<file path="src/rtl/hazard_stall_ctrl_if.sv">
// Hazard/stall control bus: ID-stage sources, EXE/MEM producer info, data-memory
// handshake and the resulting stall/freeze/monitor outputs.
interface hazard_stall_ctrl_if #(
   parameter int CNT_W = 16
);
   logic             i_fwd_en;
   logic [4:0]       i_src1;
   logic [4:0]       i_src2;
   logic             i_two_src;
   logic [4:0]       i_dest_exe;
   logic             i_wb_en_exe;
   logic             i_mem_r_en_exe;
   logic [4:0]       i_dest_mem;
   logic             i_wb_en_mem;
   logic             i_mem_req;
   logic             i_mem_ready;
   logic             i_perf_clr;
   logic             o_hazard_stall;
   logic             o_mem_freeze;
   logic             o_mem_timeout;
   logic [CNT_W-1:0] o_stall_cnt;

   // Pipeline side: drives hazard inputs, consumes stall/freeze decisions
   modport master (
      output i_fwd_en, i_src1, i_src2, i_two_src,
             i_dest_exe, i_wb_en_exe, i_mem_r_en_exe,
             i_dest_mem, i_wb_en_mem,
             i_mem_req, i_mem_ready, i_perf_clr,
      input  o_hazard_stall, o_mem_freeze, o_mem_timeout, o_stall_cnt
   );

   // Controller side
   modport slave (
      input  i_fwd_en, i_src1, i_src2, i_two_src,
             i_dest_exe, i_wb_en_exe, i_mem_r_en_exe,
             i_dest_mem, i_wb_en_mem,
             i_mem_req, i_mem_ready, i_perf_clr,
      output o_hazard_stall, o_mem_freeze, o_mem_timeout, o_stall_cnt
   );
endinterface

</file>
<file path="src/rtl/hazard_stall_ctrl.sv">
// Stall side of the pipeline hazard logic: RAW hazards forwarding cannot cover,
// data-memory freeze with a sticky wait timeout, and a saturating stall counter.
module hazard_stall_ctrl #(
   parameter int MAX_WAIT = 16,
   parameter int CNT_W    = 16
) (
   input  logic                i_clk,
   input  logic                i_rst,
   hazard_stall_ctrl_if.slave  bus
);

   localparam int WCNT_W = $clog2(MAX_WAIT + 1);

   typedef enum logic {RUN, MEM_WAIT} state_t;

   state_t            r_state;
   state_t            w_state_nxt;
   logic [WCNT_W-1:0] r_wait_cnt;
   logic [WCNT_W-1:0] w_wait_nxt;
   logic              r_timeout;
   logic              w_timeout_nxt;
   logic [CNT_W-1:0]  r_stall_cnt;

   logic              w_match_exe;
   logic              w_match_mem;
   logic              w_raw_hz;
   logic              w_mem_freeze;
   logic              w_hazard_stall;

   function automatic logic [CNT_W-1:0] sat_inc_cnt(input logic [CNT_W-1:0] v);
      return (&v) ? v : v + 1'b1;
   endfunction

   function automatic logic [WCNT_W-1:0] sat_inc_wait(input logic [WCNT_W-1:0] v);
      return (v >= WCNT_W'(MAX_WAIT)) ? WCNT_W'(MAX_WAIT) : v + 1'b1;
   endfunction

   // Hazard detection; register 0 is never a real producer, and a full-pipe
   // freeze overrides the bubble because nothing moves anyway
   always_comb begin
      w_match_exe = bus.i_wb_en_exe && (bus.i_dest_exe != 5'd0) &&
                    ((bus.i_src1 == bus.i_dest_exe) ||
                     (bus.i_two_src && (bus.i_src2 == bus.i_dest_exe)));
      w_match_mem = bus.i_wb_en_mem && (bus.i_dest_mem != 5'd0) &&
                    ((bus.i_src1 == bus.i_dest_mem) ||
                     (bus.i_two_src && (bus.i_src2 == bus.i_dest_mem)));
      w_raw_hz       = bus.i_fwd_en ? (w_match_exe && bus.i_mem_r_en_exe)
                                    : (w_match_exe || w_match_mem);
      w_mem_freeze   = bus.i_mem_req && !bus.i_mem_ready;
      w_hazard_stall = w_raw_hz && !w_mem_freeze;
   end

   // Memory-wait FSM next state; timeout fires on the edge that completes
   // MAX_WAIT consecutive frozen cycles
   always_comb begin
      w_state_nxt   = r_state;
      w_wait_nxt    = r_wait_cnt;
      w_timeout_nxt = r_timeout;
      case (r_state)
         RUN: begin
            if (w_mem_freeze) begin
               w_state_nxt = MEM_WAIT;
               w_wait_nxt  = WCNT_W'(1);
            end else begin
               w_wait_nxt  = '0;
            end
         end
         MEM_WAIT: begin
            if (bus.i_mem_ready || !bus.i_mem_req) begin
               w_state_nxt = RUN;
               w_wait_nxt  = '0;
            end else begin
               if (r_wait_cnt == WCNT_W'(MAX_WAIT - 1)) begin
                  w_timeout_nxt = 1'b1;
               end
               w_wait_nxt = sat_inc_wait(r_wait_cnt);
            end
         end
         default: begin
            w_state_nxt = RUN;
            w_wait_nxt  = '0;
         end
      endcase
   end

   // FSM state, wait counter and sticky timeout registers
   always_ff @(posedge i_clk or posedge i_rst) begin
      if (i_rst) begin
         r_state    <= RUN;
         r_wait_cnt <= '0;
         r_timeout  <= 1'b0;
      end else begin
         r_state    <= w_state_nxt;
         r_wait_cnt <= w_wait_nxt;
         r_timeout  <= w_timeout_nxt;
      end
   end

   // Stall-cycle performance counter; clear beats a simultaneous stall
   always_ff @(posedge i_clk or posedge i_rst) begin
      if (i_rst) begin
         r_stall_cnt <= '0;
      end else if (bus.i_perf_clr) begin
         r_stall_cnt <= '0;
      end else if (w_hazard_stall) begin
         r_stall_cnt <= sat_inc_cnt(r_stall_cnt);
      end
   end

   assign bus.o_hazard_stall = w_hazard_stall;
   assign bus.o_mem_freeze   = w_mem_freeze;
   assign bus.o_mem_timeout  = r_timeout;
   assign bus.o_stall_cnt    = r_stall_cnt;

endmodule

</file>
<file path="src/flat_wrapper.sv">
// flat-port wrapper written by rule: the top's interface ports become plain ports
module hazard_stall_ctrl_flat 
#(
   parameter int MAX_WAIT = 16,
   parameter int CNT_W    = 16
)
  (i_clk, i_rst, bus_i_fwd_en, bus_i_src1, bus_i_src2, bus_i_two_src, bus_i_dest_exe, bus_i_wb_en_exe, bus_i_mem_r_en_exe, bus_i_dest_mem, bus_i_wb_en_mem, bus_i_mem_req, bus_i_mem_ready, bus_i_perf_clr, bus_o_hazard_stall, bus_o_mem_freeze, bus_o_mem_timeout, bus_o_stall_cnt);
  hazard_stall_ctrl_if #(.CNT_W(CNT_W)) bus_i ();
  input  logic i_clk;
  input  logic i_rst;
  input wire logic [$bits(bus_i.i_fwd_en)-1:0] bus_i_fwd_en;
  input wire logic [$bits(bus_i.i_src1)-1:0] bus_i_src1;
  input wire logic [$bits(bus_i.i_src2)-1:0] bus_i_src2;
  input wire logic [$bits(bus_i.i_two_src)-1:0] bus_i_two_src;
  input wire logic [$bits(bus_i.i_dest_exe)-1:0] bus_i_dest_exe;
  input wire logic [$bits(bus_i.i_wb_en_exe)-1:0] bus_i_wb_en_exe;
  input wire logic [$bits(bus_i.i_mem_r_en_exe)-1:0] bus_i_mem_r_en_exe;
  input wire logic [$bits(bus_i.i_dest_mem)-1:0] bus_i_dest_mem;
  input wire logic [$bits(bus_i.i_wb_en_mem)-1:0] bus_i_wb_en_mem;
  input wire logic [$bits(bus_i.i_mem_req)-1:0] bus_i_mem_req;
  input wire logic [$bits(bus_i.i_mem_ready)-1:0] bus_i_mem_ready;
  input wire logic [$bits(bus_i.i_perf_clr)-1:0] bus_i_perf_clr;
  output wire logic [$bits(bus_i.o_hazard_stall)-1:0] bus_o_hazard_stall;
  output wire logic [$bits(bus_i.o_mem_freeze)-1:0] bus_o_mem_freeze;
  output wire logic [$bits(bus_i.o_mem_timeout)-1:0] bus_o_mem_timeout;
  output wire logic [$bits(bus_i.o_stall_cnt)-1:0] bus_o_stall_cnt;
  assign bus_i.i_fwd_en = bus_i_fwd_en;
  assign bus_i.i_src1 = bus_i_src1;
  assign bus_i.i_src2 = bus_i_src2;
  assign bus_i.i_two_src = bus_i_two_src;
  assign bus_i.i_dest_exe = bus_i_dest_exe;
  assign bus_i.i_wb_en_exe = bus_i_wb_en_exe;
  assign bus_i.i_mem_r_en_exe = bus_i_mem_r_en_exe;
  assign bus_i.i_dest_mem = bus_i_dest_mem;
  assign bus_i.i_wb_en_mem = bus_i_wb_en_mem;
  assign bus_i.i_mem_req = bus_i_mem_req;
  assign bus_i.i_mem_ready = bus_i_mem_ready;
  assign bus_i.i_perf_clr = bus_i_perf_clr;
  assign bus_o_hazard_stall = bus_i.o_hazard_stall;
  assign bus_o_mem_freeze = bus_i.o_mem_freeze;
  assign bus_o_mem_timeout = bus_i.o_mem_timeout;
  assign bus_o_stall_cnt = bus_i.o_stall_cnt;
  hazard_stall_ctrl #(.MAX_WAIT(MAX_WAIT), .CNT_W(CNT_W)) u_core (.i_clk(i_clk), .i_rst(i_rst), .bus(bus_i));
endmodule
</file>
<file path="config.mk">
export PLATFORM = sky130hd
export DESIGN_NAME = hazard_stall_ctrl_flat
export DESIGN_NICKNAME = d
export VERILOG_FILES = /design/src/rtl/hazard_stall_ctrl_if.sv /design/src/rtl/hazard_stall_ctrl.sv /design/src/flat_wrapper.sv
export SDC_FILE = /design/constraint.sdc
export NUM_CORES = 1
export LEC_CHECK = 0
export ABC_AREA = 1
export CORE_MARGIN = 5
export CORE_UTILIZATION = 25
export CTS_CLUSTER_DIAMETER = 200
export CTS_CLUSTER_SIZE = 28
export DETAILED_ROUTE_END_ITERATION = 12
export PLACE_DENSITY_LB_ADDON = 0.08
export SKIP_CTS_REPAIR_TIMING = 1
export SLEW_MARGIN = 10
export SYNTH_ARGS = -nofsm -noshare
export SYNTH_HDL_FRONTEND = slang
export SYNTH_SLANG_ARGS = --single-unit
</file>
<file path="constraint.sdc">
create_clock -name i_clk -period 2.9 [get_ports i_clk]
set_input_delay 0.58 -clock i_clk [delete_from_list [all_inputs] [get_ports i_clk]]
set_output_delay 0.58 -clock i_clk [all_outputs]
set_load 0.005 [all_outputs]
</file>
Yosys cells after proc, flatten, opt, wreduce, memory -nomap -nowiden
Cells that the tools add are included.
- add/sub/neg operators: 2
- magnitude comparators: 1
- equal/unequal tests: 6
- multiplexer cells: 11
- bitwise logic cells: 2
- reductions and logical operators: 22
- operator list (operator ; number):
    $mux 16 ; 3
    $eq 5x5->1 ; 4
    $add 16x1->16 const B ; 1
    $reduce_and 16->1 ; 1
    $mux 5 ; 2
    $pmux 5 s2 ; 1
    $reduce_bool 5->1 ; 2
    $logic_and 1x1->1 ; 9
    $add 5x1->5 const B ; 1
    $eq 5x4->1 const B ; 1
    $ge 5x5->1 const B ; 1
    $logic_or 1x1->1 ; 4
    $mux 1 ; 4
    $logic_not 1->1 ; 3
    $reduce_and 3->1 ; 1
    $ne 2x2->1 const B ; 1
    $not 1->1 ; 2
    $pmux 1 s2 ; 1
    $reduce_and 2->1 ; 1
    $reduce_bool 2->1 ; 1
- bits in registers: 23
- input port bits: 30
- output and inout port bits: 19
- logic and storage cells: 48

Depth between registers and ports, before layout
Gate-level depths: netlist of run 1.
- depth after elaboration: 9
- mapped depth: 13
- mapped depth without buffers: 12

Least setup slack after synthesis of run 1
OpenSTA, ideal clock, no wires.
- path type: reg-to-reg
- start: register u_core.r_stall_cnt[0] (netlist: u_core.bus.o_stall_cnt[0])
- end: register u_core.r_stall_cnt[15] (netlist: u_core.bus.o_stall_cnt[15])
- library setup time: 0.117 ns
- arrival time: 1.592 ns
- required time: 2.783 ns
- path slack: 1.191 ns
- stages on the path, launching flop included: 12
- path buffers: 1
- clock period less this slack: 1.709 ns
- cells stage by stage: dfrtp_1 > ha_1 > nand2_2 > nor2_4 > nand3_2 > nor3_2 > nand3b_1 > nand3_4 > nand2_4 > buf_6 > nand2_1 > nand2_1
- cells in the longest elaborated chain, start to end: 4
- elaborated cells between the ends (all ways): 7
- classes of those cells: add/sub (1); eq/ne (1); mux (3); reduce/logical (2)
- ends and longest elaborated chain (what ; line ; text):
    start: declaration ; hazard_stall_ctrl.sv:22 ; logic [CNT_W-1:0] r_stall_cnt;
    start signal: assignment ; hazard_stall_ctrl.sv:106 ; r_stall_cnt <= sat_inc_cnt(r_stall_cnt);
    $add 16x1->16 ; hazard_stall_ctrl.sv:31 ; return (&v) ? v : v + 1'b1;
    $mux 16 ; hazard_stall_ctrl.sv:31 ;
    $mux 16 ; hazard_stall_ctrl.sv:105 ; end else if (w_hazard_stall) begin
    $mux 16 ; hazard_stall_ctrl.sv:103 ; end else if (bus.i_perf_clr) begin
Several ways; a longest one is shown, not always the timed one. The select of a mux whose other input is x is not followed.
A chain may end at the register's enable or synchronous reset.

Worst setup path in the final report of run 1
- start: input bus_i_dest_mem[0]
- end: output bus_o_hazard_stall
- cells in the longest elaborated chain, start to end: 7
- elaborated cells between the ends (all ways): 10
- classes of those cells: eq/ne (2); mux (1); reduce/logical (7)
- ends and longest elaborated chain (what ; line ; text):
    start: declaration ; flat_wrapper.sv:18 ; input wire logic [$bits(bus_i.i_dest_mem)-1:0] bus_i_dest_mem;
    $eq 5x5->1 ; hazard_stall_ctrl.sv:46 ; (bus.i_two_src && (bus.i_src2 == bus.i_dest_mem)));
    $logic_and 1x1->1 ; hazard_stall_ctrl.sv:46 ;
    $logic_or 1x1->1 ; hazard_stall_ctrl.sv:45 ; ((bus.i_src1 == bus.i_dest_mem) ||
    $logic_and 1x1->1 (*) ; hazard_stall_ctrl.sv:44 ; w_match_mem = bus.i_wb_en_mem && (bus.i_dest_mem != 5'd0) &&
    $logic_or 1x1->1 (*) ; hazard_stall_ctrl.sv:48 ; : (w_match_exe || w_match_mem);
    $mux 1 (*) ; hazard_stall_ctrl.sv:47 ; w_raw_hz = bus.i_fwd_en ? (w_match_exe && bus.i_mem_r_en_exe)
    $logic_and 1x1->1 (*) ; hazard_stall_ctrl.sv:50 ; w_hazard_stall = w_raw_hz && !w_mem_freeze;
    end: declaration ; flat_wrapper.sv:23 ; output wire logic [$bits(bus_i.o_hazard_stall)-1:0] bus_o_hazard_stall;
Every way passes the cells marked *; elsewhere a longest branch is shown, timed or not.

==> results of run 1 <==
[Yosys cell counts, drive strengths merged]
| cell type | instances | share of area [%] |
|---|---|---|
| nand2 | 108 | 23 |
| nor2 | 46 | 9.8 |
| inv | 44 | 8.9 |
| nand3 | 33 | 9.8 |
| dfrtp | 23 | 31 |
| xor2 | 9 | 4.2 |
| nor3 | 7 | 2.2 |
| a21oi | 4 | 1.1 |
| ha | 4 | 2.7 |
| buf | 3 | 1.6 |
| nand4 | 3 | 1.0 |
| xnor2 | 3 | 1.4 |
| clkbuf | 2 | 0.40 |
| a211oi | 1 | 0.40 |
| a31o | 1 | 0.47 |
| clkinv | 1 | 0.20 |
| nand3b | 1 | 0.40 |
| nor3b | 1 | 0.40 |
| nor4 | 1 | 0.34 |
| o211ai | 1 | 0.40 |
| o21ai | 1 | 0.27 |
| or2 | 1 | 0.34 |
[flip-flops by register name, indices dropped and copies added (netlist names)]
signal and count:
u_core.bus.o_stall_cnt 16, u_core.r_wait_cnt 5, u_core.bus.o_mem_timeout 1, u_core.r_state 1
[stage by stage]
step	setup WS, ns	hold WS, ns
2_1_floorplan	1.19	0.466
3_3_place_gp	0.00261	0.453
4_1_cts	-0.000959	0.480
3_5_place_dp	-0.000815	0.459
6_report	0.394	0.471
5_1_grt	0.264	0.508
[cell families after synthesis]
family	Yosys count	share of synthesized area (%)
buffers and inverters	50	11.1
and+or+nand+nor	201	47.0
DFF	23	30.9
xor gates and xnor gates	12	5.65
AOI/OAI and AO/OA	8	2.62
adders and majority gates	4	2.69
[worst register-to-register path, cell delays in order, from the launching register on]
cell      delay [ns]
dfrtp_1         0.46
ha_1            0.29
nand2_2         0.12
nor2_4          0.16
nand3_2         0.08
nor3_2          0.11
nand3b_1        0.14
nand3_4         0.24
nand2_4         0.18
nand2_1         0.11
nand2_1         0.05
[worst min path at each step]
stage	from	to	slack, ns	cells past startpoint
2_1_floorplan	u_core.bus.o_mem_timeout	u_core.bus.o_mem_timeout	0.47	1
3_3_place_gp	u_core.bus.o_mem_timeout	u_core.bus.o_mem_timeout	0.45	1
3_5_place_dp	u_core.bus.o_mem_timeout	u_core.bus.o_mem_timeout	0.46	1
4_1_cts	u_core.bus.o_mem_timeout	u_core.bus.o_mem_timeout	0.48	1
5_1_grt	u_core.bus.o_mem_timeout	u_core.bus.o_mem_timeout	0.51	1
6_report	u_core.bus.o_mem_timeout	u_core.bus.o_mem_timeout	0.47	1
[cell type report]
type | instances | area [um^2]
clock inverter | 1 | 5.00
fill | 846 | 4750
timing repair buffer | 52 | 513
sequential | 23 | 576
clock buffer | 3 | 41.3
inverter | 45 | 169
tap | 99 | 124
multi-input combinational | 225 | 1080
[metal layers]
layer / track usage, % / vias to the layer above
li1: - / 1018
met3: 2.66 / 6
met4: 1.78 / 0
met1: 16.8 / 844
met2: 19.4 / 26
met5: 0 / -
[power by group]
part	total [mW]	switching, mW	leakage (nW)	internal, mW
logic	0.159	0.0818	0.897	0.0774
clock network	0.206	0.110	0.0255	0.0961
registers	0.339	0.0117	0.317	0.328
total	0.705	0.203	1.24	0.501
==> out/results.tsv, run 1 <==
metric	value	unit
status	complete, no violations	
clock buffer depth	2	
most common cell after layout, fill and taps aside	nand2_1	
cell family contributing the most delay on the critical path	buffers and inverters	
power per standard cell area	281	nW/um^2
core footprint	7250	um^2
crit path launch	bus_i_dest_mem[0]	
Req. time, crit path	2.32	ns
die area	9270	um^2
minimum clock period	2.51	ns
Worst path depth	10	
Synth-to-Final Area Change	34.7	%
P_leak	1.24	nW
register area share after synthesis	30.9	%
Die Y	96.3	um
unrepaired setup endpoints after global routing	false	
setup TNS	0	ns
Post-route DRC	0	
pins over their slew limit	0	
CTS Buf Count	3	
PortBufs	48	
vias in the first global route	1827	
final core occ	34.6	%
Clk pin slew, worst setup/hold paths	0.08	ns
antenna violations before repair	0	
fin crit share	86.4	%
Synthesis Warnings	0	
Final HPWL DP	4160	um
Final Skew	0.00722	ns
MaxCap Viol Count	0	
Detail Route met2 WL	2370	um
htree depth	1	
Metal-1 WL	2670	um
layout cells sized above 1	5.16	%
largest net degree at the start of global routing	24	
Slew Limit Headroom	62.2	%
Worst Path Arrival	1.93	ns
initial core utilization	25.7	%
HP Class	flip-flop to flip-flop	
Sink Count	23	
fin nets	384	
syn_area_per_cell	6.24	um^2
final hold vios	0	
Peak VDD IR	0.171	mV
Cells after DPL	444	
average vias per placed instance	4.23	
routed vias	1894	
synthesized instance count	298	
CTS tree	yes	
WP buf/inv	3	
ANT nets after route	0	
crit end category	output port	
wire per inst	11.7	um
root buffer cell	clkbuf_8	
Total GRT Usage	12.1	%
most frequent cells in the layout	105 x nand2_1, 47 x clkdlybuf4s50_1, 44 x inv_1, 44 x nor2_1, 31 x nand3_1	
DR iter-0 viols	53	
total overflow reported by the global router	0	
first-pass GRT wire length	8850	um
CP cell instances	clkdlybuf4s50_1 -> inv_1 -> nand2_1 -> nand2_1 -> nor2_1 -> nand3_1 -> nand2_1 -> nand2_1 -> a21oi_1 -> dlymetal6s2s_1	
CP endpoint	bus_o_hazard_stall	
RR Endpoint	u_core.bus.o_stall_cnt[10]	
fin cells	448	
Die X	96.3	um
Cell Area, Placed	2460	um^2
Setup crit start kind	input pin	
crit-path most repeated cell	nand2_1	
kind of critical path	input pin to output port	
drt pass-1 iters	4	
final instance area	2510	um^2
Max Freq	0.399	GHz
total power	0.705	mW
Reg-to-Reg Start	u_core.bus.o_stall_cnt[0]	
IO Count	49	
row count	31	
Reg2Reg Depth	10	
post-synthesis net count	332	
Seq cells post-synth	23	
Netlist Area Pre-Place	1860	um^2
n_diodes	0	
highest metal used	met4	
Least-Margin Pin Slew	0.563	ns
count of cell types in the netlist	30	
reg-to-reg slack, setup	0.86	ns
wire length on met3	166	um
slowest stage delay, CP	0.54	ns
CP max stage cell	clkdlybuf4s50_1	
final setup vio count	0	
Crit Path Max Fanout	4	
clock latency on the worst-skew pair	0.27	ns
GP Congestion	0.859	
DRT Wirelength	5260	um
No activity file was read; power rests on OpenSTA's default activity.
==> run 2, diff against run 1 <==
==> constraint.sdc (replaced) <==
create_clock -name i_clk -period 2.9 [get_ports i_clk]
set_input_delay 0.29 -clock i_clk [delete_from_list [all_inputs] [get_ports i_clk]]
set_output_delay 0.29 -clock i_clk [all_outputs]
set_load 0.005 [all_outputs]
==> run 2 against run 1 <==
Compared with the run above: combinational power about the same; wire length about the same; clock skew up 0.00065 ns; maximum frequency up 8.7%; design area down 0.70%; total power up 1.1%; first-iteration DRC count up 9.4%.
==> out/results.tsv, run 2 (same netlist as run 1, synthesis figures left out) <==
metric	value	unit	change
CTS tree	yes		
antenna violations before repair	0		unchanged
kind of critical path	input pin to output port		
die area	9270	um^2	unchanged
final instance area	2490	um^2	-0.70%
Post-route DRC	0		unchanged
clock latency on the worst-skew pair	0.28	ns	about the same
Least-Margin Pin Slew	0.915	ns	+0.352 ns
final setup vio count	0		unchanged
Setup crit start kind	input pin		
final hold vios	0		unchanged
IO Count	49		unchanged
routed vias	1849		-2.4%
Peak VDD IR	0.159	mV	-7.1%
largest net degree at the start of global routing	24		unchanged
area of the multi-input gates	1080	um^2	unchanged
clock buffer depth	2		unchanged
Crit Path Max Fanout	4		unchanged
crit path launch	bus_i_dest_mem[0]		
Slew Limit Headroom	38.9	%	-23 points
slowest stage delay, CP	0.54	ns	about the same
Cell Area, Placed	2440	um^2	-0.61%
crit-path most repeated cell	nand2_1		
Cells after DPL	442		-0.45%
Reg-to-Reg Start	u_core.bus.o_stall_cnt[0]		
Min Hold Slack	0.471	ns	-0.000168 ns
n_diodes	0		unchanged
Worst Setup Slack, final	0.594	ns	+0.200 ns
fin crit share	79.5	%	-6.9 points
most frequent cells in the layout	105 x nand2_1, 48 x clkdlybuf4s50_1, 44 x inv_1, 44 x nor2_1, 31 x nand3_1		
internal power	0.500	mW	-0.21%
fin nets	382		-0.52%
Final Skew	0.00788	ns	+0.000652 ns
root buffer cell	clkbuf_8		
unrepaired setup endpoints after global routing	false		
DRT Wirelength	5250	um	about the same
worst hold start	u_core.bus.o_mem_timeout		
ANT nets after route	0		unchanged
setup TNS	0	ns	unchanged
core footprint	7250	um^2	unchanged
Clk pwr share	30.4	%	+1.2 points
Total GRT Usage	12.1	%	+0.012 points
row count	31		unchanged
vias in the first global route	1783		-2.4%
CP max stage cell	clkdlybuf4s50_1		
total overflow reported by the global router	0		unchanged
total power	0.712	mW	+1.1%
HP Class	flip-flop to flip-flop		
htree depth	1		unchanged
layout cells sized above 1	4.61	%	-0.55 points
Clk pin slew, worst setup/hold paths	0.09	ns	about the same
fin cells	446		-0.45%
minimum clock period	2.31	ns	-0.200 ns
CP cell instances	clkdlybuf4s50_1 -> inv_1 -> nand2_1 -> nand2_1 -> nor2_1 -> nand3_1 -> nand2_1 -> nand2_1 -> a21oi_1 -> clkdlybuf4s50_1		
WP buf/inv	3		unchanged
CTS Buf Count	3		unchanged
power per standard cell area	286	nW/um^2	+1.8%
crit end category	output port		
Worst Path Arrival	2.02	ns	+0.09 ns
Req. time, crit path	2.61	ns	+0.29 ns
average vias per placed instance	4.15		-1.9%
Sw Pwr	0.212	mW	+4.3%
MaxCap Viol Count	0		unchanged
P_leak	1.21	nW	-2.3%
pins over their slew limit	0		unchanged
first-pass GRT wire length	8770	um	-0.86%
most common cell after layout, fill and taps aside	nand2_1		
Comb pwr share	22.0	%	-0.6 points
status	complete, no violations		
cell family contributing the most delay on the critical path	buffers and inverters		
DR iter-0 viols	58		+9.4%
register area	576	um^2	unchanged
Die Y	96.3	um	unchanged
Synth-to-Final Area Change	33.8	%	
max FFs per register	16		unchanged
Final HPWL DP	4190	um	+0.73%
PortBufs	48		unchanged
initial core utilization	25.7	%	unchanged
Max Freq	0.434	GHz	+8.7%
Flop pwr share	47.6	%	-0.6 points
Place WS	0.573	ns	+0.574 ns
switch share	29.8	%	+0.92 points
Sink Count	23		unchanged
wire per inst	11.8	um	+0.39%
drt pass-1 iters	4		unchanged
GP Congestion	0.824		-4.1%
FILL cells	828		-2.1%
Die X	96.3	um	unchanged
final core occ	34.3	%	-0.24 points
run 2: cell count changes in the layout (fill, tap and decap cells not counted), sizes merged:
cell	delta
buf	-2
clkdlybuf4s50	+1
dlymetal6s2s	-1
run 2: worst reg2reg max path, stage by stage, from the launching register on:
cell,delay [ns]
dfrtp_1,0.46
ha_1,0.29
nand2_2,0.12
nor2_4,0.16
nand3_2,0.08
nor3_2,0.10
nand3b_1,0.13
nand3_4,0.24
nand2_4,0.18
nand2_1,0.11
nand2_1,0.05
run 2: area by class of cell:
cell class	count	share of cell area, %
inverters	45	6.79
clock inverters	1	0.201
well taps	99	4.98
repair buffers	50	19.9
flip-flops and latches	23	23.1
clock buffers	3	1.66
multi-input cells	225	43.3
run 2: power by group through the flow:
stage / logic, mW / clock network [mW] / registers (mW)
6_report: 0.157 / 0.217 / 0.339
5_1_grt: 0.178 / 0.242 / 0.340
4_1_cts: 0.160 / 0.227 / 0.339
3_5_place_dp: 0.160 / 0 / 0.345
3_3_place_gp: 0.161 / 0 / 0.346
2_1_floorplan: 0.0782 / 0 / 0.343
run 2: layer usage:
metal	up-vias	global-route usage, %	wire [um]
met3	5	3.28	257
met2	27	19.8	2450
met4	0	1.42	23
li1	1014	-	-
met5	-	0	0
met1	803	16.3	2520
run 2: worst paths after layout:
check,cells after the start,end,slack [ns]
setup reg to reg,10,u_core.bus.o_stall_cnt[14],0.87
hold reg to reg,1,u_core.bus.o_mem_timeout,0.47
hold / removal,1,u_core.bus.o_mem_timeout,0.47
min in group asynchronous,2,u_core.bus.o_stall_cnt[1],0.51
setup / recovery,10,bus_o_hazard_stall,0.59
max in group asynchronous,2,u_core.bus.o_stall_cnt[10],1.83
